[config.mk]
export PLATFORM = sky130hd
export DESIGN_NAME = pulse_rate_meter
export DESIGN_NICKNAME = d
export VERILOG_FILES = /design/src/rtl/pulse_rate_meter_pkg.sv /design/src/rtl/pulse_rate_meter_sync_edge_detect.sv /design/src/rtl/pulse_rate_meter.sv
export SDC_FILE = /design/constraint.sdc
export NUM_CORES = 1
export LEC_CHECK = 0
export CORE_MARGIN = 2
export CORE_UTILIZATION = 40
export CTS_CLUSTER_DIAMETER = 50
export DETAILED_ROUTE_END_ITERATION = 7
export DONT_BUFFER_PORTS = 1
export PLACE_DENSITY = 0.64
export SKIP_CTS_REPAIR_TIMING = 1
export SLEW_MARGIN = 20
export SYNTH_ARGS = -nofsm -noshare
export SYNTH_HDL_FRONTEND = slang
export SYNTH_HIERARCHICAL = 1
export SYNTH_SLANG_ARGS = --single-unit
[constraint.sdc]
create_clock -name clk -period 4.1 [get_ports clk]
set_input_delay 0.41 -clock clk [delete_from_list [all_inputs] [get_ports clk]]
set_output_delay 0.41 -clock clk [all_outputs]
set_load 0.005 [all_outputs]
[src/rtl/pulse_rate_meter_pkg.sv]
// Shared types and constants for the pulse rate meter: FSM state encoding and
// the gate window length helper.
package pulse_rate_meter_pkg;

   typedef enum logic [0:0] {
      IDLE = 1'b0,
      RUN  = 1'b1
   } state_e;

   // Window length in clk cycles for a given clock rate and gate rate.
   function automatic int gate_max(input int clk_hz, input int gate_hz);
      return clk_hz / gate_hz;
   endfunction

endpackage

[src/rtl/pulse_rate_meter_sync_edge_detect.sv]
// Two-flop synchroniser for an asynchronous strobe followed by a registered
// rising-edge detector; rise_o is a one-cycle pulse per synchronised rise.
module sync_edge_detect (
   input  logic clk,
   input  logic rst,
   input  logic async_i,
   output logic rise_o
);

   logic sync1_q;
   logic sync2_q;
   logic rise_q;

   // rise_q is registered so downstream logic sees a clean, glitch-free strobe.
   always_ff @(posedge clk) begin
      if (rst) begin
         sync1_q <= 1'b0;
         sync2_q <= 1'b0;
         rise_q  <= 1'b0;
      end else begin
         sync1_q <= async_i;
         sync2_q <= sync1_q;
         rise_q  <= sync1_q & ~sync2_q;
      end
   end

   assign rise_o = rise_q;

endmodule

[src/rtl/pulse_rate_meter.sv]
// Counts rising edges of an asynchronous pulse line per locally generated gate
// window and delivers each result over valid/ready. Optional macro
// PULSE_RATE_METER_PERIOD_EN adds meas_period (spacing of the last two edges).
module pulse_rate_meter
   import pulse_rate_meter_pkg::*;
#(
   parameter int CLK_SPEED_HZ = 100_000_000,
   parameter int GATE_HZ      = 1,
   parameter int CNT_W        = 32
) (
   input  logic             clk,
   input  logic             rst,
   input  logic             en,
   input  logic             pulse_in,
   output logic [CNT_W-1:0] meas_count,
   output logic             meas_sat,
   output logic             meas_valid,
   input  logic             meas_ready,
   output logic             overrun,
   output logic             window_tick
`ifdef PULSE_RATE_METER_PERIOD_EN
   ,
   output logic [CNT_W-1:0] meas_period
`endif
);

   localparam int GATE_MAX = gate_max(CLK_SPEED_HZ, GATE_HZ);
   localparam int GATE_W   = $clog2(GATE_MAX);
   localparam logic [GATE_W-1:0] GATE_LAST = GATE_W'(GATE_MAX - 1);
   localparam logic [CNT_W-1:0]  CNT_MAX   = {CNT_W{1'b1}};

   state_e state_q, state_d;
   logic running;
   logic windowEnd;
   logic edgeStrobe;

   logic [GATE_W-1:0] gateCnt_q, gateCnt_d;
   logic [CNT_W-1:0]  edgeCnt_q, edgeCnt_d;
   logic              winSat_q, winSat_d;
   logic [CNT_W-1:0]  closeCount;
   logic              closeSat;
   logic              edgeAtMax;

   logic [CNT_W-1:0]  measCount_q, measCount_d;
   logic              measSat_q, measSat_d;
   logic              measValid_q, measValid_d;
   logic              overrun_q, overrun_d;
   logic              xfer;

   sync_edge_detect u_sync (
      .clk     (clk),
      .rst     (rst),
      .async_i (pulse_in),
      .rise_o  (edgeStrobe)
   );

   always_ff @(posedge clk) begin
      if (rst) state_q <= IDLE;
      else     state_q <= state_d;
   end

   always_comb begin
      state_d = state_q;
      case (state_q)
         IDLE:    if (en)  state_d = RUN;
         RUN:     if (!en) state_d = IDLE;
         default: state_d = IDLE;
      endcase
   end

   always_comb begin
      running   = (state_q == RUN);
      windowEnd = running && (gateCnt_q == GATE_LAST);
   end

   assign window_tick = windowEnd;

   // Sat means at least one edge was dropped because the counter was pinned at max.
   always_comb begin
      edgeAtMax  = (edgeCnt_q == CNT_MAX);
      closeCount = (edgeStrobe && !edgeAtMax) ? edgeCnt_q + CNT_W'(1) : edgeCnt_q;
      closeSat   = winSat_q | (edgeStrobe & edgeAtMax);
      gateCnt_d  = gateCnt_q;
      edgeCnt_d  = edgeCnt_q;
      winSat_d   = winSat_q;
      if (!running || windowEnd) begin
         gateCnt_d = '0;
         edgeCnt_d = '0;
         winSat_d  = 1'b0;
      end else begin
         gateCnt_d = gateCnt_q + GATE_W'(1);
         edgeCnt_d = closeCount;
         winSat_d  = closeSat;
      end
   end

   always_ff @(posedge clk) begin
      if (rst) begin
         gateCnt_q <= '0;
         edgeCnt_q <= '0;
         winSat_q  <= 1'b0;
      end else begin
         gateCnt_q <= gateCnt_d;
         edgeCnt_q <= edgeCnt_d;
         winSat_q  <= winSat_d;
      end
   end

   always_comb begin
      xfer        = measValid_q & meas_ready;
      measCount_d = measCount_q;
      measSat_d   = measSat_q;
      measValid_d = measValid_q;
      overrun_d   = overrun_q;
      if (windowEnd) begin
         measCount_d = closeCount;
         measSat_d   = closeSat;
         measValid_d = 1'b1;
      end else if (xfer) begin
         measValid_d = 1'b0;
      end
      if (xfer)                          overrun_d = 1'b0;
      else if (windowEnd && measValid_q) overrun_d = 1'b1;
   end

   always_ff @(posedge clk) begin
      if (rst) begin
         measCount_q <= '0;
         measSat_q   <= 1'b0;
         measValid_q <= 1'b0;
         overrun_q   <= 1'b0;
      end else begin
         measCount_q <= measCount_d;
         measSat_q   <= measSat_d;
         measValid_q <= measValid_d;
         overrun_q   <= overrun_d;
      end
   end

   assign meas_count = measCount_q;
   assign meas_sat   = measSat_q;
   assign meas_valid = measValid_q;
   assign overrun    = overrun_q;

`ifdef PULSE_RATE_METER_PERIOD_EN
   logic [CNT_W-1:0] since_q, since_d;
   logic [CNT_W-1:0] lastPeriod_q, lastPeriod_d;
   logic [CNT_W-1:0] measPeriod_q, measPeriod_d;
   logic [CNT_W-1:0] closePeriod;

   // since_q holds cycles elapsed since the latest edge; it only yields a period
   // when an earlier edge of the same window exists.
   always_comb begin
      closePeriod  = (edgeStrobe && (edgeCnt_q != '0)) ? since_q : lastPeriod_q;
      since_d      = since_q;
      lastPeriod_d = closePeriod;
      measPeriod_d = windowEnd ? closePeriod : measPeriod_q;
      if (!running) begin
         since_d      = '0;
         lastPeriod_d = '0;
      end else begin
         if (edgeStrobe)             since_d = CNT_W'(1);
         else if (since_q != CNT_MAX) since_d = since_q + CNT_W'(1);
         if (windowEnd) lastPeriod_d = '0;
      end
   end

   always_ff @(posedge clk) begin
      if (rst) begin
         since_q      <= '0;
         lastPeriod_q <= '0;
         measPeriod_q <= '0;
      end else begin
         since_q      <= since_d;
         lastPeriod_q <= lastPeriod_d;
         measPeriod_q <= measPeriod_d;
      end
   end

   assign meas_period = measPeriod_q;
`endif

endmodule

Word level (Yosys, flattened, before mapping)
Index checks and enable logic that the tools add are counted.
- bitwise logic cells: 5
- mux-type cells: 4
- add/subtract/negate cells: 2
- eq/ne operators: 2
- reductions and logical operators: 9
- operators by type and width (cell ; number):
    32-bit by 1-bit adder with 32-bit output (second input constant) ; 1
    32-bit == test (second input constant) ; 1
    32-bit 2-to-1 mux ; 1
    27-bit by 1-bit adder with 27-bit output (second input constant) ; 1
    27-bit == test (second input constant) ; 1
    2-bit OR reduction ; 2
    1-bit bitwise AND ; 3
    1-bit logical AND ; 3
    1-bit 2-to-1 mux ; 3
    1-bit zero test ; 2
    2-bit nonzero test ; 1
    1-bit logical OR ; 1
    1-bit inverter ; 1
    1-bit OR ; 1
- logic and storage cells: 33
- register bits: 99
- input port bits: 5
- output and inout port bits: 36

Longest topological paths before layout
- word-level depth: 4
- gate-level depth with buffers: 8
- mapped depth without buffers: 7

Hierarchy
The synthesis kept the hierarchy.
- by module, submodules not included (module ; instances ; sequential area each (um^2) ; area an instance (um^2) ; cells each):
    pulse_rate_meter ; 1 ; 1921.8 ; 4129.0 ; 469
    sync_edge_detect ; 1 ; 60.1 ; 85.1 ; 6

Worst setup path after synthesis
No wires, ideal clock.
- path type: register -> register
- from: register gateCnt_q[0]
- to: register gateCnt_q[26]
- library setup time: 0.116 ns
- data required time: 3.984 ns
- period minus slack after synthesis: 1.976 ns
- arrival time: 1.860 ns
- cell stages (with the launch flop): 8
- path slack: 2.124 ns
- buffers on the path: 0
- cells stage by stage: dfxtp_1 -> ha_1 -> and3_2 -> nand3_1 -> or3b_4 -> or3_1 -> xor2_1 -> nor2_2
- word-level cells in the longest chain between the ends: 4
- elaborated cells on any way between the ends: 5
- classes of those cells: add/sub: 1; eq/ne: 1; reduce/logical: 3
- RTL lines (element ; line ; source):
    start: declaration ; pulse_rate_meter.sv:37 ; logic [GATE_W-1:0] gateCnt_q, gateCnt_d;
    start signal: assignment ; pulse_rate_meter.sv:103 ; gateCnt_q <= gateCnt_d;
    branches (longest 4 deep; another with 27-bit by 1-bit adder with 27-bit output) ; -- ;
Several ways; the timed one is not identified.
A chain may end at the register's enable or synchronous reset.

Worst setup path after layout
- from: register gateCnt_q[0]
- to: register measCount_q[2] (netlist: meas_count[2])
- word-level cells in the longest chain between the ends: 2
- RTL lines (element ; line ; source):
    27-bit == test ; pulse_rate_meter.sv:73 ; windowEnd = running && (gateCnt_q == GATE_LAST);
    1-bit logical AND ; pulse_rate_meter.sv:73 ;
    end signal: assignment ; pulse_rate_meter.sv:133 ; measCount_q <= measCount_d;
    end: declaration ; pulse_rate_meter.sv:44 ; logic [CNT_W-1:0] measCount_q, measCount_d;
No other way between the ends.

==> reports/results.ini <==
[critical_path]
crit_buf_inv=1
path_cells=ha_1 > and3_2 > nand3_1 > nor4_4 > buf_4 > o211ai_1 > a21oi_1
slowest_stage=nor4_4
start_kind=flip-flop
cp_slowest_stage_delay_ns=0.82
arrival_ns=2.91
timing.rr.start=gateCnt_q[0]
worst_ep_required_time_ns=4.40
crit_path_end_kind=flip-flop
rr_worst_depth=7
crit_family=simple AND/OR/NAND/NOR gates
rrSetupSlack_ns=1.49
r2r_end=meas_count[2]
crit_type=reg -> reg
worstPathMaxFanout=24

[cells_and_area]
drive_above_1_share_pct=9.36
fin_cells=606
diodes=0
area_delta_synth_final_pct=6.53
finalNetCount=472
post-route-util_pct=43.7
fillers=1031

[grt]
grt_usage_pct=16.3
antenna_found_initial=0
overflow=0
first_global_vias=3166
grt_max_degree=61
grt_pass1_wl_um=14800

[timing]
holdWs_ns=0.104
max_freq_mhz=384
fin_tns_setup_ns=0
fin_crit_sh_pct=63.6
fin_crit_ns=2.61
clock_skew_ns=0.00992
tightest_slew_ns=0.854
finalSetupViolations=0
rsz0062_at_grt=no
relSlewSlack_pct=42.7
hold_violations=0
layout_setup_ws_ns=1.49
drv_slew=0

[clock_network]
cts_num_sinks=99
htree_levels=3
clk_pin_slew_ns=0.09
cts_made_buffers=9
clk_latency_ns=0.37
cts_tree=done
cts.path.max_buffers=2
clk_root_buffer_cell=clkbuf_8

[yosys]
yosys_warnings=6
ys_seq_area_share_pct=47.0
ys.flop_type=dfxtp_1
postSynthCellCount=475
syn_avg_cell_area_um2=8.87
async_flop_share_pct=0
synth_seq_cells=99
synth_edf_count=0
synthesis.area_um2=4210
synth.distinct_cells=46
syn-num-nets=482

[route]
ant_nets=0
drc=0
via_per_inst=5.24
drtIter0Drc=172
drt_first_pass_iters=4
wl_per_cell_um=14.5
wirelength_um=8790
dr_total_vias=3175

[floorplanning]
start_util_pct=41.0
die_y_um=107
io_pins=41
core_area_um2=10300
rows=37
dieArea_um2=11400
die_w_um=107

[hold_path]
whs_endpoint=u_sync/sync1_q
hp-start=rst
hold_class=in -> reg
holdPathStages=1

[placed_design]
dp_cells=590
port_buffers=0
post-dp-hpwl_um=6010
place_ws_ns=1.50
gp_congestion=0.879

[pwr]
pwr-share-clk_pct=38.7
p_sw_uw=347
pwr-share-comb_pct=0.8
p_sw_share_pct=21.7
peakVddDrop_v=0.000183
p_leak_uw=0.00136
sequentialPowerShare_pct=60.5
power.density_nw_per_um2=356
p_int_uw=1250

[outcome]
status=finished, final reports clean

[job]
max-cap-violations=0

-- synth_stat cells (2+ instances only) --
cell type	count	area share (%)
a211oi_1	28	5.0
a21oi_1	7	0.83
and2_1	2	0.30
and3_1	8	1.2
and3_2	4	0.71
and4_1	2	0.42
buf_2	12	1.4
buf_4	4	0.71
clkbuf_1	7	0.62
dfxtp_1	99	47
ha_1	2	0.59
inv_1	5	0.45
mux2_2	2	0.53
mux2i_1	3	0.71
nand2_1	26	2.3
nand3_1	29	3.4
nand4_1	21	3.1
nand4_2	2	0.59
nor2_1	106	9.4
nor2_2	2	0.30
nor2b_1	5	0.74
nor3_1	14	1.7
nor3_2	4	0.95
nor4_1	3	0.45
nor4_2	2	0.59
o211ai_1	3	0.53
o21ai_0	4	0.48
or3_1	3	0.45
xnor2_1	30	6.2
xor2_1	20	4.2
-- layout by cell type (no fill, tap or decap), types with 9 or more instances in the layout --
cell type	instances
nand3_1	29
xor2_1	20
nor3_1	14
nand2_1	26
clkbuf_8	9
dfxtp_1	99
xnor2_1	30
nand4_1	21
nor2_1	106
a211oi_1	28
-- worst max-delay path by stage --
| stage | start | end | slack, ns | cells past startpoint |
|---|---|---|---|---|
| global placement | gateCnt_q[0] | meas_count[2] | 1.57 | 7 |
| detailed placement | gateCnt_q[0] | meas_count[2] | 1.50 | 7 |
| CTS | gateCnt_q[0] | meas_count[2] | 1.47 | 7 |
| finish | gateCnt_q[0] | meas_count[2] | 1.49 | 7 |
| global route | gateCnt_q[0] | meas_count[8] | 1.24 | 7 |
| floorplan | gateCnt_q[0] | gateCnt_q[26] | 2.12 | 7 |
-- power groups by stage --
| stage | logic (µW) | clock network [µW] | registers, µW |
|---|---|---|---|
| 6_report | 12.4 | 619 | 966 |
| 3_3_place_gp | 12.2 | 0 | 989 |
| 2_1_floorplan | 17.5 | 0 | 987 |
| 5_1_grt | 14.1 | 674 | 967 |
| 4_1_cts | 12.4 | 634 | 966 |
| 3_5_place_dp | 12.4 | 0 | 989 |
-- metal layers --
layer	GRT usage, %	up-vias	share of wire (%)
met3	4.44	11	5.4
met5	0	-	0
li1	-	1621	-
met1	21.4	1471	50
met4	6.96	0	1.5
met2	25.1	72	43
-- kinds of logic after synthesis --
family          share of synthesized area, %
simple gates                            29.8
buf+inv                                 3.21
xor+xnor                                10.4
mux                                     1.25
fa+ha+maj                              0.594
compound gates                          7.78
flops                                   47.0
-- worst register-to-register path, delay by kind of cell (launching register included) --
| kind | cells | cell delay [ns] |
|---|---|---|
| adder cells (fa/ha/maj) | 1 | 0.23 |
| buffers and inverters | 1 | 0.42 |
| AO/OA/AOI/OAI | 2 | 0.31 |
| flip-flops | 1 | 0.36 |
| AND/OR/NAND/NOR | 3 | 1.24 |
-- metrics by stage --
stage | instance area [µm²] | power [µW]
2_1_floorplan | 4210 | 1000
3_3_place_gp | 4290 | 1000
3_5_place_dp | 4290 | 1000
4_1_cts | 4490 | 1610
5_1_grt | 4490 | 1660
6_report | 4490 | 1600
-- layout make-up --
| type | count | area (µm²) | area share [%] |
|---|---|---|---|
| clock buffer | 10 | 128 | 2.84 |
| clock inverter | 6 | 65.1 | 1.45 |
| inverter | 5 | 18.8 | 0.418 |
| multi-input combinational | 348 | 2110 | 47.0 |
| sequential | 99 | 1980 | 44.1 |
| tap | 136 | 170 | 3.79 |
| timing repair buffer | 2 | 15.0 | 0.334 |
(Power assumes the default switching activity.)
